## src/rtl/dsp_discr_pkg.sv

```systemverilog
// Shared types for the I/Q shot discriminator.
//   t_discr_state : FSM encoding used by the shot controller.
//   proj_width()  : width of W_I*I + W_Q*Q with no loss of precision.
//   t_discr_cfg   : one complete configuration record (weights, threshold,
//                   shot length). Field widths follow the default
//                   discriminator widths.
package dsp_discr_pkg;

    localparam int DISCR_IN_W_DEF  = 23;
    localparam int DISCR_WGT_W_DEF = 16;
    localparam int DISCR_MAX_SHOT  = 1024;

    // Each product needs in_w+w_w bits; one extra bit absorbs the carry of
    // the sum so full-scale inputs never wrap.
    function automatic int proj_width(input int in_w, input int w_w);
        return in_w + w_w + 1;
    endfunction

    localparam int DISCR_PROJ_W_DEF = proj_width(DISCR_IN_W_DEF, DISCR_WGT_W_DEF);
    localparam int DISCR_LEN_W_DEF  = $clog2(DISCR_MAX_SHOT + 1);

    typedef enum logic [1:0] {
        IDLE,
        COLLECT,
        REPORT
    } t_discr_state;

    typedef struct packed {
        logic [DISCR_WGT_W_DEF-1:0]  weight_i;
        logic [DISCR_WGT_W_DEF-1:0]  weight_q;
        logic [DISCR_PROJ_W_DEF-1:0] threshold;
        logic [DISCR_LEN_W_DEF-1:0]  shot_len;
    } t_discr_cfg;

endpackage

```

## src/rtl/iq_projection_mac.sv

```systemverilog
// Three-stage projection/threshold pipeline.
//   S1: I*W_I and Q*W_Q (full precision)
//   S2: sign-extended sum of the two products
//   S3: decision bit = (sum >= threshold)
// Ports: clk, rst (async, active low), in_valid/in_tag/in_i/in_q sample in,
// weight_i/weight_q used at S1, threshold used at S3,
// out_valid/out_tag/out_state decision out.
module iq_projection_mac
    import dsp_discr_pkg::*;
#(
    parameter int IN_W   = 23,
    parameter int W_W    = 16,
    parameter int PROJ_W = 40
) (
    input  logic              clk,
    input  logic              rst,
    input  logic              in_valid,
    input  logic              in_tag,
    input  logic [IN_W-1:0]   in_i,
    input  logic [IN_W-1:0]   in_q,
    input  logic [W_W-1:0]    weight_i,
    input  logic [W_W-1:0]    weight_q,
    input  logic [PROJ_W-1:0] threshold,
    output logic              out_valid,
    output logic              out_tag,
    output logic              out_state
);

    localparam int PROD_W = IN_W + W_W;

    logic [PROD_W-1:0] prod_i_d, prod_i_q;
    logic [PROD_W-1:0] prod_q_d, prod_q_q;
    logic [PROJ_W-1:0] sum_d, sum_q;
    logic              state_d, state_q;
    logic [2:0]        vld_d, vld_q;
    logic [2:0]        tag_d, tag_q;

    // Operands are widened to the product width first so the multiply is
    // evaluated at full precision without relying on context sizing.
    logic [PROD_W-1:0] ext_in_i, ext_in_q, ext_w_i, ext_w_q;

    always_comb begin
        ext_in_i = {{W_W{in_i[IN_W-1]}}, in_i};
        ext_in_q = {{W_W{in_q[IN_W-1]}}, in_q};
        ext_w_i  = {{IN_W{weight_i[W_W-1]}}, weight_i};
        ext_w_q  = {{IN_W{weight_q[W_W-1]}}, weight_q};

        prod_i_d = $signed(ext_in_i) * $signed(ext_w_i);
        prod_q_d = $signed(ext_in_q) * $signed(ext_w_q);
        sum_d    = {prod_i_q[PROD_W-1], prod_i_q} + {prod_q_q[PROD_W-1], prod_q_q};
        state_d  = $signed(sum_q) >= $signed(threshold);

        vld_d    = {vld_q[1:0], in_valid};
        tag_d    = {tag_q[1:0], in_valid & in_tag};
    end

    always_ff @(posedge clk or negedge rst) begin
        if (!rst) begin
            prod_i_q <= '0;
            prod_q_q <= '0;
            sum_q    <= '0;
            state_q  <= 1'b0;
            vld_q    <= '0;
            tag_q    <= '0;
        end else begin
            prod_i_q <= prod_i_d;
            prod_q_q <= prod_q_d;
            sum_q    <= sum_d;
            state_q  <= state_d;
            vld_q    <= vld_d;
            tag_q    <= tag_d;
        end
    end

    assign out_valid = vld_q[2];
    assign out_tag   = tag_q[2];
    assign out_state = state_q & vld_q[2];

endmodule

```

## src/rtl/iq_shot_discriminator.sv

```systemverilog
// Projects averaged I/Q samples onto a programmable axis, thresholds each
// projection into a state bit, counts the ones over a triggered shot and
// hands one result record to the host over valid/ready.
// Ports: clk, rst (async, active low); i_valid/i_data_i/i_data_q samples;
// i_cmd_* configuration (captured into shadow on i_cmd_valid);
// i_shot_start trigger; i_ready record accept; o_busy; o_sample_valid/
// o_sample_state per-sample decisions; o_valid/o_ones_cnt/o_majority record;
// o_shot_dropped sticky flag for triggers seen while busy.
module iq_shot_discriminator
    import dsp_discr_pkg::*;
#(
    parameter int INT_IN_DATA_WIDTH = DISCR_IN_W_DEF,
    parameter int INT_WEIGHT_WIDTH  = DISCR_WGT_W_DEF,
    parameter int INT_MAX_SHOT_LEN  = DISCR_MAX_SHOT,
    parameter int INT_PROJ_WIDTH    = proj_width(INT_IN_DATA_WIDTH, INT_WEIGHT_WIDTH)
) (
    input  logic                                  clk,
    input  logic                                  rst,
    input  logic                                  i_valid,
    input  logic [INT_IN_DATA_WIDTH-1:0]          i_data_i,
    input  logic [INT_IN_DATA_WIDTH-1:0]          i_data_q,
    input  logic                                  i_cmd_valid,
    input  logic [INT_WEIGHT_WIDTH-1:0]           i_cmd_weight_i,
    input  logic [INT_WEIGHT_WIDTH-1:0]           i_cmd_weight_q,
    input  logic [INT_PROJ_WIDTH-1:0]             i_cmd_threshold,
    input  logic [$clog2(INT_MAX_SHOT_LEN+1)-1:0] i_cmd_shot_len,
    input  logic                                  i_shot_start,
    input  logic                                  i_ready,
    output logic                                  o_busy,
    output logic                                  o_sample_valid,
    output logic                                  o_sample_state,
    output logic                                  o_valid,
    output logic [$clog2(INT_MAX_SHOT_LEN+1)-1:0] o_ones_cnt,
    output logic                                  o_majority,
    output logic                                  o_shot_dropped
);

    localparam int LEN_W = $clog2(INT_MAX_SHOT_LEN + 1);

    t_discr_state     state_d, state_q;
    t_discr_cfg       shadow_d, shadow_q;
    t_discr_cfg       active_d, active_q;
    t_discr_cfg       cmd_cfg, load_cfg, mac_cfg;
    logic [LEN_W-1:0] ones_d, ones_q;
    logic [LEN_W-1:0] dec_d, dec_q;
    logic [LEN_W-1:0] len_eff;
    logic             dropped_d, dropped_q;
    logic             start_now;
    logic             tag_in;
    logic             s3_valid, s3_tag, s3_state;

    always_comb begin
        cmd_cfg.weight_i  = i_cmd_weight_i;
        cmd_cfg.weight_q  = i_cmd_weight_q;
        cmd_cfg.threshold = i_cmd_threshold;
        cmd_cfg.shot_len  = i_cmd_shot_len;
    end

    // A command arriving together with the trigger wins over the shadow.
    assign load_cfg  = i_cmd_valid ? cmd_cfg : shadow_q;
    assign start_now = (state_q == IDLE) && i_shot_start;

    // The trigger-cycle sample enters S1 before active is updated, so its
    // weights must come from the config being loaded. Its threshold is
    // applied at S3, by which time active already holds the new value.
    assign mac_cfg = start_now ? load_cfg : active_q;
    assign tag_in  = (state_q == COLLECT) || start_now;

    assign len_eff = (active_q.shot_len == '0) ? LEN_W'(1) : active_q.shot_len;

    iq_projection_mac #(
        .IN_W   (INT_IN_DATA_WIDTH),
        .W_W    (INT_WEIGHT_WIDTH),
        .PROJ_W (INT_PROJ_WIDTH)
    ) u_mac (
        .clk       (clk),
        .rst       (rst),
        .in_valid  (i_valid),
        .in_tag    (tag_in),
        .in_i      (i_data_i),
        .in_q      (i_data_q),
        .weight_i  (mac_cfg.weight_i),
        .weight_q  (mac_cfg.weight_q),
        .threshold (active_q.threshold),
        .out_valid (s3_valid),
        .out_tag   (s3_tag),
        .out_state (s3_state)
    );

    always_comb begin
        state_d   = state_q;
        shadow_d  = i_cmd_valid ? cmd_cfg : shadow_q;
        active_d  = active_q;
        ones_d    = ones_q;
        dec_d     = dec_q;
        dropped_d = dropped_q | (i_shot_start && (state_q != IDLE));

        case (state_q)
            IDLE: begin
                if (i_shot_start) begin
                    state_d  = COLLECT;
                    active_d = load_cfg;
                    ones_d   = '0;
                    dec_d    = '0;
                end
            end
            COLLECT: begin
                // Untagged decisions belong to samples outside this shot.
                if (s3_valid && s3_tag) begin
                    dec_d  = dec_q + LEN_W'(1);
                    ones_d = ones_q + LEN_W'(s3_state);
                    if (dec_d >= len_eff) begin
                        state_d = REPORT;
                    end
                end
            end
            REPORT: begin
                if (i_ready) begin
                    state_d = IDLE;
                end
            end
            default: state_d = IDLE;
        endcase
    end

    always_ff @(posedge clk or negedge rst) begin
        if (!rst) begin
            state_q   <= IDLE;
            shadow_q  <= '0;
            active_q  <= '0;
            ones_q    <= '0;
            dec_q     <= '0;
            dropped_q <= 1'b0;
        end else begin
            state_q   <= state_d;
            shadow_q  <= shadow_d;
            active_q  <= active_d;
            ones_q    <= ones_d;
            dec_q     <= dec_d;
            dropped_q <= dropped_d;
        end
    end

    assign o_busy         = (state_q != IDLE);
    assign o_valid        = (state_q == REPORT);
    assign o_sample_valid = s3_valid;
    assign o_sample_state = s3_state;
    assign o_ones_cnt     = ones_q;
    assign o_majority     = {ones_q, 1'b0} > {1'b0, len_eff};
    assign o_shot_dropped = dropped_q;

endmodule

```

## config.mk

```make
export PLATFORM = sky130hd
export DESIGN_NAME = iq_shot_discriminator
export DESIGN_NICKNAME = d
export VERILOG_FILES = /design/src/rtl/dsp_discr_pkg.sv /design/src/rtl/iq_projection_mac.sv /design/src/rtl/iq_shot_discriminator.sv
export SDC_FILE = /design/constraint.sdc
export NUM_CORES = 2
export LEC_CHECK = 0
export CORE_MARGIN = 2
export CORE_UTILIZATION = 70
export CTS_BUF_LIST = sky130_fd_sc_hd__clkbuf_4
export DETAILED_ROUTE_END_ITERATION = 10
export DONT_BUFFER_PORTS = 1
export HOLD_SLACK_MARGIN = 0.1
export PLACE_DENSITY = 0.86
export SLEW_MARGIN = 10
export SYNTH_ARGS = -nofsm -noshare
export SYNTH_HDL_FRONTEND = slang
export SYNTH_SLANG_ARGS = --single-unit
```

## constraint.sdc

```tcl
create_clock -name clk -period 18 [get_ports clk]
set_input_delay 3.6 -clock clk [delete_from_list [all_inputs] [get_ports clk]]
set_output_delay 3.6 -clock clk [all_outputs]
set_load 0.03 [all_outputs]
```

After elaboration in Yosys (flattened, before gate mapping)
Index checks and enable logic that the tools add are counted.
- register bits: 316
- output and inout port bits: 17
- $add $sub $neg: 3
- $mul: 2
- $lt $le $gt $ge: 3
- equality and inequality tests: 6
- multiplexer cells: 13
- bitwise gates (word level): 3
- reduce and logical (&&, ||, !) cells: 11
- operators with widths (cell ; count):
    83-bit 2-to-1 mux ; 2
    23-bit by 16-bit multiplier with 39-bit output ; 2
    11-bit 2-to-1 mux ; 4
    11-bit one-hot mux with 2 select lines ; 2
    39-bit by 39-bit adder with 40-bit output ; 1
    40-bit >= comparator ; 1
    12-bit by 11-bit > comparator with 1-bit output ; 1
    11-bit by 1-bit adder with 11-bit output ; 1
    11-bit by 1-bit adder with 11-bit output, second input constant ; 1
    11-bit >= comparator ; 1
    11-bit logical NOT ; 1
    2-bit 2-to-1 mux ; 4
    2-bit one-hot mux with 3 select lines ; 1
    2-bit by 1-bit inequality test with 1-bit output, second input constant ; 2
    2-bit inequality test, second input constant ; 2
    4-bit AND reduction ; 1
    2-bit nonzero test ; 2
    1-bit logical AND ; 3
    3-bit AND reduction ; 1
    1-bit AND ; 2
    2-bit by 1-bit equality test with 1-bit output, second input constant ; 1
    2-bit equality test, second input constant ; 1
    2-bit logical NOT ; 1
    2-bit AND reduction ; 1
    2 further kinds ; 2

Logic depth before layout (Yosys ltp)
- word-level depth: 6
- mapped depth: 30

Hierarchy
Synthesis repeated with hierarchy kept, for this count alone.
- cell total of the unflattened synthesis: 4262
- area, all modules: 40686.5 um^2
- modules (own cells, without submodules) (module ; times used ; cells an instance ; area each (um^2)):
    iq_projection_mac ; 1 ; 3538 ; 32646.3
    iq_shot_discriminator ; 1 ; 724 ; 8040.2

Least setup slack after synthesis
OpenSTA, ideal clock, no wires.
- path kind: in2reg
- from: input port i_cmd_valid
- to: register u_mac.prod_i_q[37]
- library setup time: 0.123 ns
- arrival: 10.617 ns
- required time: 17.877 ns
- slack: 7.260 ns
- stages on the path: 27
- buffers on the path: 4
- cell sequence: clkbuf_1 -> clkbuf_1 -> mux2_2 -> mux2_2 -> clkbuf_1 -> nand2_1 -> inv_1 -> fa_1 -> inv_1 -> fa_1 -> inv_1 -> fa_1 -> fa_1 -> fa_1 -> inv_1 -> fa_1 -> inv_1 -> ha_1 -> clkbuf_1 -> nand4_1 -> nor2_1 -> nand3_1 -> o311ai_0 -> nor4_1 -> o311ai_0 -> a21oi_1 -> xnor2_1
- RTL lines (element ; line ; source):
    start, declared ; iq_shot_discriminator.sv:22 ; input logic i_cmd_valid,
    end signal, assigned ; iq_projection_mac.sv:66 ; prod_i_q <= prod_i_d;
    end, declared ; iq_projection_mac.sv:31 ; logic [PROD_W-1:0] prod_i_d, prod_i_q;

Worst setup path after layout
- from: input port i_shot_start
- to: register u_mac.prod_i_q[38]
- word-level cells in the longest chain between the ends: 3
- ends and longest elaborated chain (element ; line ; source):
    start, declared ; iq_shot_discriminator.sv:27 ; input logic i_shot_start,
    1-bit logical AND ; iq_shot_discriminator.sv:61 ; assign start_now = (state_q == IDLE) && i_shot_start;
    83-bit 2-to-1 mux ; iq_shot_discriminator.sv:66 ; assign mac_cfg = start_now ? load_cfg : active_q;
    23-bit by 16-bit multiplier with 39-bit output ; iq_projection_mac.sv:48 ; prod_i_d = $signed(ext_in_i) * $signed(ext_w_i);
    via u_mac.prod_i_d[38] ; iq_projection_mac.sv:31 ;
The timed path passes the listed nets, and every way through them passes these cells.
A chain may end at the register's enable or synchronous reset.

==> impl_metrics.yaml <==
worst_setup_path:
  crit_fanout: 66
  crit_chain: "inv_1, nor2_4, buf_4, mux2_2, and2_1, fa_1, inv_1, fa_1, inv_1, fa_1, fa_1, fa_1, inv_1, fa_1, inv_1, ha_1, nand4_1, or2_2, or4b_1, a21oi_1, o21ai_0, a21oi_1, and4_1, nor3_1"
  critPathBufInv: 6
  r2r-start: "state_q[1]"
  required_ns: 18.67
  end_kind: "register"
  crit_path_start_kind: "input pin"
  ff2ff_path_depth: 24
  path_class: "in -> reg"
  slowest_stage: "buf_4"
  r2r_slack_ns: 8.98
  crit_top_cell: "fa_1"
  cp_data_arrival_time_ns: 11.66
  cp_top_family: "adder cells"
  r2r-end: "u_mac.prod_i_q[38]"
  max_stage_delay_ns: 0.79
cts:
  cts_buffers: 82
  htreeDepth: 3
  post_cts_buffers: 0
  cts.clk_slew.worst_paths_ns: 0.07
  ctsHoldBuffers: 0
  cts.sinks: 316
  cts_root_buf: "clkbuf_4"
  cts_tree: "yes"
  postCtsResizedCells: 0
  insertion_delay_ns: 0.86
  cts_buffer_depth: 3
layout:
  post-route-util_pct: 73.1
  n_fill_cell: 3951
  drive_gt1_share_pct: 6.32
  areaGrowthSynthToFinish_pct: 3.63
  layout.nets: 5272
floorplanning:
  core_area_um2: 57500
  initial_utilization_pct: 70.6
  die_h_um: 245
  pin_count: 152
  rows: 88
  die_w_um: 245
  die-area_um2: 59900
global_route:
  track_usage_pct: 31.7
  grt_pass1_wl_um: 151000
  grt_overflow: 0
  antenna_found_initial: 14
  grt_pass1_vias: 31300
  grt_max_degree: 317
yosys:
  synth_area_leaders: "fa_1 (36%), dfrtp_1 (19%), ha_1 (9.1%)"
  syn_area_um2: 40600
  synth_edf_count: 0
  synthCells: 4181
  yosysMostFrequentCell: "inv_1"
  yosysWarnings: 0
  synth_ff_type: "dfrtp_1"
  syn_nets: 5332
  synth_commonest_cells: "inv_1 (918), fa_1 (721), nand2_1 (518), dfrtp_1 (316), ha_1 (295)"
  synth.top_cell.area_share_pct: 35.6
  ys_ff_latch: 316
  synth-seq-area-share_pct: 19.5
  syn_area_per_cell_um2: 9.70
  synth_cell_types: 67
  synthArstFlopShare_pct: 100
  synth_top_area_cell: "fa_1"
min_path:
  hold_class: "reg -> reg"
  min_from: "u_mac.tag_q[1]"
  min_path_cells: 0
  holdPathEnd: "u_mac.tag_q[2]"
drt:
  vias: 28700
  ant_nets: 0
  dr.pass1.iters: 6
  vias_per_cell: 5.80
  finalWirelength_um: 89400
  drt_iter0_drc: 1932
  drt-wirelength-per-cell_um: 18.1
  drc_errors: 0
sta:
  min_period_over_period_pct: 61.1
  fmax_ghz: 0.0910
  setup_slack_ns: 7.01
  setup_viol: 0
  fin_setup_tns_ns: 0
  slew_headroom_pct: 30.4
  fin_skew_ns: 0.0653
  worst_pin_slew_ns: 1.03
  grt_setup_unrepaired: "false"
  maxSlewViolCount: 0
  finalHoldViolCount: 0
  fin_crit_ns: 10.99
flow_run:
  cap_violations: 0
pwr:
  total_leakage_power_uw: 0.0214
  power_uw: 5660
  ir_drop_mv: 0.141
  power.density_nw_per_um2: 135
placed_design:
  place_hpwl_um: 70900
  io_buffers: 0
  place.gp.congestion: 0.893
  dp_slack_ns: 6.32
outcome:
  status: "complete, no violations"
-- worst max-delay path by stage --
| stage | slack [ns] | cells after the start | start | endpoint |
|---|---|---|---|---|
| after floorplan | 7.26 | 27 | i_cmd_valid | u_mac.prod_i_q[37] |
| after global placement | 6.50 | 25 | i_shot_start | u_mac.prod_q_q[38] |
| after detailed placement | 6.32 | 25 | i_shot_start | u_mac.prod_q_q[38] |
| after CTS | 7.22 | 24 | i_shot_start | u_mac.prod_i_q[38] |
| after global routing | 6.74 | 24 | i_shot_start | u_mac.prod_i_q[38] |
| final | 7.01 | 24 | i_shot_start | u_mac.prod_i_q[38] |
-- worst reg2reg max path, stage by stage (launching register included) --
cell,delay (ns)
dfrtp_1,0.41
or2_2,0.43
nor2_4,0.57
buf_4,0.80
mux2_2,0.65
and2_1,0.28
fa_1,0.51
inv_1,0.06
fa_1,0.53
inv_1,0.05
fa_1,0.50
fa_1,0.44
fa_1,0.50
inv_1,0.05
fa_1,0.48
inv_1,0.04
ha_1,0.35
nand4_1,0.13
or2_2,0.32
or4b_1,0.55
a21oi_1,0.42
o21ai_0,0.23
a21oi_1,0.30
and4_1,0.23
nor3_1,0.05
-- cells by family after synthesis --
group | count (synthesis) | share of synthesized area, %
buf+inv | 1073 | 10.0
compound gates | 447 | 7.04
mux | 109 | 3.00
xor+xnor | 135 | 2.92
simple gates | 1085 | 12.8
flops | 316 | 19.5
fa+ha+maj | 1016 | 44.7
-- sequential cells by signal (all words and copies together), names as in the netlist --
signal	count
shadow_q	83
u_mac.tag_q	3
o_ones_cnt	11
active_q	83
dec_q	11
u_mac.sum_q	40
u_mac.prod_q_q	39
u_mac.state_q	1
state_q	2
u_mac.vld_q	3
o_shot_dropped	1
u_mac.prod_i_q	39
-- per-layer routing --
metal	GRT usage [%]	up-vias	wire length [um]
met5	0	-	115
li1	-	12600	-
met3	5.52	350	6500
met2	53.7	1182	45100
met4	16.8	18	4540
met1	39.3	14500	33200
-- through the flow --
step	hold WS, ns	instances	cell area, um2
final	0.340	4949	42000
after global placement	0.332	4802	41000
after floorplan	0.331	4181	40600
after detailed placement	0.335	4802	41000
after CTS	0.338	4944	42000
after global routing	0.362	4948	42000
-- layout make-up --
cell class              instances  area [um2]  area share [%]
clock buffers                 107         803            1.91
flip-flops and latches        316        7910            18.8
well taps                     765         957            2.28
inverters                     918        3450            8.20
multi-input cells            2792       28600            68.0
clock inverters                35         219           0.521
diodes                          5        12.5          0.0298
repair buffers                 11        82.6           0.196
-- placed cells by master (no fill, tap or decap), drive strengths merged, types with 10 or more instances in the layout --
master,netlist,final
buf,24,11
nand4,21,21
ha,295,295
nand2,518,518
clkinv,0,30
a211oi,16,16
nand2b,14,14
or2,16,16
xnor2,95,95
and2,249,249
dfrtp,316,316
o21bai,15,15
inv,918,921
nor3,14,14
nor2,108,108
mux2,101,101
and3,21,21
o211ai,10,10
o21ai,124,124
a22o,11,11
o21a,25,25
a21o,75,75
nand3,32,32
fa,721,721
xor2,40,40
a21oi,107,107
clkbuf,131,107
nor2b,59,59
-- where the power goes --
| part | total (uW) | switching, uW | internal (uW) |
|---|---|---|---|
| Combinational | 4000 | 2280 | 1720 |
| Clock | 627 | 328 | 299 |
| Sequential | 1040 | 98.3 | 937 |
No activity file was read; power rests on OpenSTA's default activity.
